`src/rtl/ifu_fetch_buf.sv`:
```
// Instruction-fetch front end: PC register, credit-limited in-order fetch requests,
// response FIFO toward the decoder, and redirect flush with stale-response dropping.
module ifu_fetch_buf #(
  parameter int                 PC_ADDR    = 32,
  parameter int                 DATA_WIDTH = 32,
  parameter logic [PC_ADDR-1:0] RESET_PC   = 32'h8000_0000,
  parameter int                 FIFO_DEPTH = 2
) (
  input  logic                  clk,
  input  logic                  rst,
  output logic                  req_valid,
  input  logic                  req_ready,
  output logic [PC_ADDR-1:0]    req_addr,
  input  logic                  rsp_valid,
  input  logic [DATA_WIDTH-1:0] rsp_data,
  output logic                  inst_valid,
  input  logic                  inst_ready,
  output logic [DATA_WIDTH-1:0] inst_o,
  output logic [PC_ADDR-1:0]    inst_pc_o,
  input  logic                  jump_flag,
  input  logic [PC_ADDR-1:0]    jump_addr
);

  localparam int                 AW      = (FIFO_DEPTH > 1) ? $clog2(FIFO_DEPTH) : 1;
  localparam int                 CW      = $clog2(FIFO_DEPTH + 1);
  localparam logic [AW-1:0]      PTR_ONE = AW'(1);
  localparam logic [CW-1:0]      CNT_ONE = CW'(1);
  localparam logic [CW-1:0]      CNT_MAX = CW'(FIFO_DEPTH);
  localparam logic [PC_ADDR-1:0] PC_STEP = PC_ADDR'(4);

  logic [PC_ADDR-1:0] pc_reg, pc_next;
  logic [CW-1:0]      out_cnt_reg, out_cnt_next;
  logic [CW-1:0]      drop_cnt_reg, drop_cnt_next;
  logic [CW-1:0]      fifo_cnt_reg, fifo_cnt_next;
  logic [AW-1:0]      tag_wr_ptr_reg, tag_wr_ptr_next;
  logic [AW-1:0]      tag_rd_ptr_reg, tag_rd_ptr_next;
  logic [AW-1:0]      fifo_wr_ptr_reg, fifo_wr_ptr_next;
  logic [AW-1:0]      fifo_rd_ptr_reg, fifo_rd_ptr_next;

  logic [PC_ADDR-1:0]    tag_mem  [FIFO_DEPTH];
  logic [DATA_WIDTH-1:0] inst_mem [FIFO_DEPTH];
  logic [PC_ADDR-1:0]    pc_mem   [FIFO_DEPTH];

  logic [CW-1:0]      occupancy;
  logic               req_fire;
  logic               rsp_fire;
  logic               rsp_push;
  logic               inst_pop;
  logic [PC_ADDR-1:0] rsp_tag;
  logic               unused_jump_lsbs;

  assign unused_jump_lsbs = ^jump_addr[1:0];

  // A response with nothing outstanding is a protocol error and is ignored.
  always_comb begin
    occupancy  = out_cnt_reg + fifo_cnt_reg;
    req_valid  = !rst && !jump_flag && (occupancy < CNT_MAX);
    req_fire   = req_valid && req_ready;
    rsp_fire   = rsp_valid && (out_cnt_reg != '0);
    rsp_push   = rsp_fire && !jump_flag && (drop_cnt_reg == '0);
    inst_valid = (fifo_cnt_reg != '0);
    inst_pop   = inst_valid && inst_ready && !jump_flag;
    rsp_tag    = tag_mem[tag_rd_ptr_reg];
  end

  assign req_addr  = pc_reg;
  assign inst_o    = inst_valid ? inst_mem[fifo_rd_ptr_reg] : '0;
  assign inst_pc_o = inst_valid ? pc_mem[fifo_rd_ptr_reg]   : '0;

  always_comb begin
    pc_next          = pc_reg;
    out_cnt_next     = out_cnt_reg;
    drop_cnt_next    = drop_cnt_reg;
    fifo_cnt_next    = fifo_cnt_reg;
    tag_wr_ptr_next  = tag_wr_ptr_reg;
    tag_rd_ptr_next  = tag_rd_ptr_reg;
    fifo_wr_ptr_next = fifo_wr_ptr_reg;
    fifo_rd_ptr_next = fifo_rd_ptr_reg;

    if (req_fire) begin
      pc_next         = pc_reg + PC_STEP;
      tag_wr_ptr_next = tag_wr_ptr_reg + PTR_ONE;
    end
    if (rsp_fire) begin
      tag_rd_ptr_next = tag_rd_ptr_reg + PTR_ONE;
    end
    case ({req_fire, rsp_fire})
      2'b10:   out_cnt_next = out_cnt_reg + CNT_ONE;
      2'b01:   out_cnt_next = out_cnt_reg - CNT_ONE;
      default: out_cnt_next = out_cnt_reg;
    endcase

    if (jump_flag) begin
      // Every slot still in flight belongs to the old path, except one returning now.
      pc_next          = {jump_addr[PC_ADDR-1:2], 2'b00};
      drop_cnt_next    = rsp_fire ? (out_cnt_reg - CNT_ONE) : out_cnt_reg;
      fifo_cnt_next    = '0;
      fifo_wr_ptr_next = '0;
      fifo_rd_ptr_next = '0;
    end else begin
      if (rsp_fire && (drop_cnt_reg != '0)) begin
        drop_cnt_next = drop_cnt_reg - CNT_ONE;
      end
      if (rsp_push) begin
        fifo_wr_ptr_next = fifo_wr_ptr_reg + PTR_ONE;
      end
      if (inst_pop) begin
        fifo_rd_ptr_next = fifo_rd_ptr_reg + PTR_ONE;
      end
      case ({rsp_push, inst_pop})
        2'b10:   fifo_cnt_next = fifo_cnt_reg + CNT_ONE;
        2'b01:   fifo_cnt_next = fifo_cnt_reg - CNT_ONE;
        default: fifo_cnt_next = fifo_cnt_reg;
      endcase
    end
  end

  always_ff @(posedge clk or posedge rst) begin
    if (rst) begin
      pc_reg          <= RESET_PC;
      out_cnt_reg     <= '0;
      drop_cnt_reg    <= '0;
      fifo_cnt_reg    <= '0;
      tag_wr_ptr_reg  <= '0;
      tag_rd_ptr_reg  <= '0;
      fifo_wr_ptr_reg <= '0;
      fifo_rd_ptr_reg <= '0;
    end else begin
      pc_reg          <= pc_next;
      out_cnt_reg     <= out_cnt_next;
      drop_cnt_reg    <= drop_cnt_next;
      fifo_cnt_reg    <= fifo_cnt_next;
      tag_wr_ptr_reg  <= tag_wr_ptr_next;
      tag_rd_ptr_reg  <= tag_rd_ptr_next;
      fifo_wr_ptr_reg <= fifo_wr_ptr_next;
      fifo_rd_ptr_reg <= fifo_rd_ptr_next;
    end
  end

  // Storage needs no reset: pointers and counts define which entries are live.
  always_ff @(posedge clk) begin
    if (req_fire) begin
      tag_mem[tag_wr_ptr_reg] <= pc_reg;
    end
    if (rsp_push) begin
      inst_mem[fifo_wr_ptr_reg] <= rsp_data;
      pc_mem[fifo_wr_ptr_reg]   <= rsp_tag;
    end
  end

endmodule

```
`config.mk`:
```
export PLATFORM = sky130hd
export DESIGN_NAME = ifu_fetch_buf
export DESIGN_NICKNAME = d
export VERILOG_FILES = /design/src/rtl/ifu_fetch_buf.sv
export SDC_FILE = /design/constraint.sdc
export NUM_CORES = 1
export LEC_CHECK = 0
export ABC_AREA = 0
export CAP_MARGIN = 20
export CORE_ASPECT_RATIO = 0.9
export CORE_UTILIZATION = 50
export CTS_CLUSTER_DIAMETER = 120
export DETAILED_ROUTE_END_ITERATION = 6
export PLACE_DENSITY = 0.82
export SYNTH_ARGS = -nofsm -noshare
export SYNTH_HDL_FRONTEND = slang
export SYNTH_SLANG_ARGS = --single-unit
export TNS_END_PERCENT = 1
```
`constraint.sdc`:
```
create_clock -name clk -period 6.9 [get_ports clk]
set_input_delay 0.69 -clock clk [delete_from_list [all_inputs] [get_ports clk]]
set_output_delay 0.69 -clock clk [all_outputs]
set_load 0.01 [all_outputs]
```
==> Flow_metrics.wiki <==
{| class="wikitable"
! Metric !! Value
|-
| Fraction of layout instances using a drive strength above 1 || 10.2%
|-
| Number of instances in the synthesized netlist || 641
|-
| Number of max-cap violations || 0
|-
| YS warnings || 0
|-
| Most common cell in the synthesized netlist || sky130_fd_sc_hd__edfxtp_1
|-
| Placeable core area || 17,800 sq um
|-
| Iteration count of the initial detailed-routing pass || 4
|-
| Unrepaired setup endpoints after global routing || no
|-
| Die Footprint || 19,100 sq um
|-
| Hold_buf cts || 0
|-
| Top post-synthesis cells by area || sky130_fd_sc_hd__edfxtp_1 (60%), sky130_fd_sc_hd__dfrtp_1 (11%), sky130_fd_sc_hd__mux2i_1 (7.0%)
|-
| Synth Register Bits || 224
|-
| Leading registers by flop count || inst_mem: 64 flops, pc_mem: 60 flops, tag_mem: 60 flops
|-
| Floorplan die width || 145 um
|-
| Worst endpoint data arrival time || 2.81 ns
|-
| I/O pins || 168
|-
| Met2 Resource Use GR || 34.9%
|-
| Endpoint required time on the critical path || 6.21 ns
|-
| Post-synth EDFFs || 184
|-
| Vias in the first global route || 5,678
|-
| Prevailing post-synth register cell || sky130_fd_sc_hd__edfxtp_1
|-
| Setup-failing EPs final || 0
|-
| Share of async-settable or async-resettable flops after synthesis || 17.9%
|-
| Final worst clock skew || 0.0129 ns
|-
| Clock latency at the later pin of the worst-skew pair || 0.50 ns
|-
| First-pass GRT wire length || 30,000 um
|-
| Fraction of the yosys area taken by sequential cells || 70.5%
|-
| P&R area growth vs syn || 28.1%
|-
| Hold Path Class || reg2reg
|-
| Met1 usage || 25.9%
|-
| Worst Setup Slack, final || 3.40 ns
|-
| Number of rows in the core area || 46
|-
| Diode count || 0
|-
| Final ANT Viol Nets || 0
|-
| Reported leakage power || 3.92 nW
|-
| Netlist area before placement || 9250 sq um
|-
| Post-layout min period || 3.50 ns
|-
| Final max-slew violation count || 0
|-
| # DRC || 0
|-
| Clock tree from TritonCTS || built
|-
| Power per standard cell area || 301 nW/um^2
|-
| Pin count of the biggest net entering global routing || 64
|-
| Number of buffers between clock root and the deepest sink || 3
|-
| Fraction of post-synthesis cell area in the top cell type by area || 59.7%
|-
| Initial antenna violation count || 0
|-
| Via density per instance || 5.47
|-
| Die extent in y || 131 um
|-
| Ranking of synthesized cells by instance count || sky130_fd_sc_hd__edfxtp_1 (184), sky130_fd_sc_hd__nor2_1 (82), sky130_fd_sc_hd__mux2i_1 (65), sky130_fd_sc_hd__dfrtp_1 (39), sky130_fd_sc_hd__nand2_1 (39)
|-
| Initial core utilization || 51.9%
|-
| Clock Root Buffer || sky130_fd_sc_hd__clkbuf_16
|-
| CTS H-tree lvls || 1
|-
| Max reg flops || 64
|-
| Distinct cell type count after synthesis || 45
|-
| Post-CTS Setup Inserts || 0
|-
| Worst-case setup slack after placement || 3.61 ns
|-
| Slew @ Worst Pin || 1.10 ns
|-
| Clock buffers created by TritonCTS || 23
|-
| Sort of element at the start of the critical path || flop
|-
| Maximum fanout count along the critical path || 11
|-
| Clock slew seen by the registers of the worst setup and hold paths || 0.06 ns
|-
| Overall routing resource usage || 20.3%
|-
| Register with the most flip-flops || inst_mem
|-
| DPL Wire Length || 12,600 um
|-
| Sum of negative setup slack || 0 ns
|-
| Rel. slew slack || 26.6%
|-
| Critical path class || reg2out
|-
| Maximum clock rate || 285 MHz
|-
| Final hold viol count || 0
|-
| Congestion Overflow GR || 0
|-
| Post-synthesis average cell area || 14.4 sq um
|-
| Total number of nets in the final design || 880
|-
| Final estimated routing congestion in global placement || 0.822
|-
| Avg WL per Cell || 18.1 um
|-
| Worst ir drop on vdd || 0.202 mV
|-
| Initial DRC count || 366
|-
| GRT busiest layer || met2
|-
| I/O Buffers || 161
|-
| Final worst-path cycle share || 50.8%
|-
| Via count || 5,799
|-
| Result of the run || complete, no violations
|-
| Library cell with the largest summed area after synthesis || sky130_fd_sc_hd__edfxtp_1
|-
| Post-CTS sizing || 0
|-
| CTS Sinks || 224
|-
| Total wire length after detailed routing || 19,200 um
|-
| Met3 track demand over resource in global routing || 4.36%
|-
| Crit path capture type || output pin
|}
-- per-layer routing --
layer | routed length, um | vias up
met1 | 7900 | 2821
met3 | 1350 | 49
met2 | 9430 | 227
met5 | 0 | -
li1 | - | 2702
met4 | 491 | 0
-- area by class of cell --
cell class,instances,area [sq um]
multi-input cells,374,2570
inverters,13,48.8
clock inverters,11,135
clock buffers,28,594
flip-flops and latches,224,6530
repair buffers,170,1670
well taps,240,300
fillers,1248,5990
-- worst paths after layout --
path                                 startpoint               to  slack (ns)  cells past startpoint
worst max-delay path            fifo_cnt_reg[1]        req_valid        3.40                      4
worst min-delay path             out_cnt_reg[0]   out_cnt_reg[0]        0.51                      1
worst max register to register  fifo_cnt_reg[1]    tag_mem[1][5]        3.79                      5
worst min register to register   out_cnt_reg[0]   out_cnt_reg[0]        0.51                      1
max in group asynchronous                   rst  fifo_rd_ptr_reg        5.76                      3
min in group asynchronous                   rst      req_addr[2]        0.72                      3
-- report_power, final --
| part | switching [W] | leakage [nW] | internal (W) |
|---|---|---|---|
| registers | 0.000111 | 2.14 | 0.00162 |
| logic | 0.000327 | 1.44 | 0.000327 |
| clock network | 0.000468 | 0.345 | 0.000723 |
-- cell usage in the layout (no fill, tap or decap), types with 5 or more instances in the layout --
| cell type | synthesis | layout |
|---|---|---|
| sky130_fd_sc_hd__clkdlybuf4s50_1 | 0 | 160 |
| sky130_fd_sc_hd__nand3_1 | 9 | 9 |
| sky130_fd_sc_hd__xor2_1 | 12 | 12 |
| sky130_fd_sc_hd__xnor2_1 | 18 | 18 |
| sky130_fd_sc_hd__nor4_1 | 6 | 6 |
| sky130_fd_sc_hd__and3_1 | 5 | 5 |
| sky130_fd_sc_hd__dfrtp_1 | 39 | 38 |
| sky130_fd_sc_hd__mux2i_1 | 65 | 65 |
| sky130_fd_sc_hd__a31oi_1 | 8 | 8 |
| sky130_fd_sc_hd__buf_4 | 4 | 9 |
| sky130_fd_sc_hd__o21ai_0 | 25 | 25 |
| sky130_fd_sc_hd__inv_1 | 12 | 12 |
| sky130_fd_sc_hd__or3_1 | 8 | 8 |
| sky130_fd_sc_hd__nand2_1 | 39 | 39 |
| sky130_fd_sc_hd__nand4_1 | 12 | 12 |
| sky130_fd_sc_hd__mux2_2 | 31 | 31 |
| sky130_fd_sc_hd__clkbuf_16 | 0 | 23 |
| sky130_fd_sc_hd__nor2_1 | 82 | 81 |
| sky130_fd_sc_hd__nor3_1 | 10 | 8 |
| sky130_fd_sc_hd__clkbuf_1 | 17 | 5 |
| sky130_fd_sc_hd__edfxtp_1 | 184 | 184 |
-- per-stage QoR --
step	instances	hold slack [ns]	power (W)	instance area (sq um)	util (%)
6_report	1060	0.514	0.00357	11900	66.4
5_1_grt	1060	0.544	0.00372	11900	66.4
4_1_cts	1060	0.511	0.00360	11900	66.4
3_5_place_dp	1021	0.502	0.00240	11100	62.3
3_3_place_gp	1021	0.489	0.00237	11100	62.3
2_1_floorplan	644	0.457	0.00212	9260	-
-- logic make-up after synthesis --
group                      Yosys count  synth area share [%]
AOI/OAI and AO/OA                   56                  4.08
adders and majority gates            4                 0.541
xor gates and xnor gates            30                  2.84
buffers and inverters               46                  2.06
DFF                                224                  70.5
and+or+nand+nor                    184                  9.09
muxes                               96                  10.8
other                                1                0.0405
-- worst max-delay path, stage by stage (launching register included) --
cell,delay (ns)
sky130_fd_sc_hd__dfrtp_1,0.47
sky130_fd_sc_hd__xnor2_1,0.51
sky130_fd_sc_hd__xor2_1,0.73
sky130_fd_sc_hd__nor3_1,0.09
sky130_fd_sc_hd__clkdlybuf4s50_1,0.52
Power figures use the tool's default switching activity.
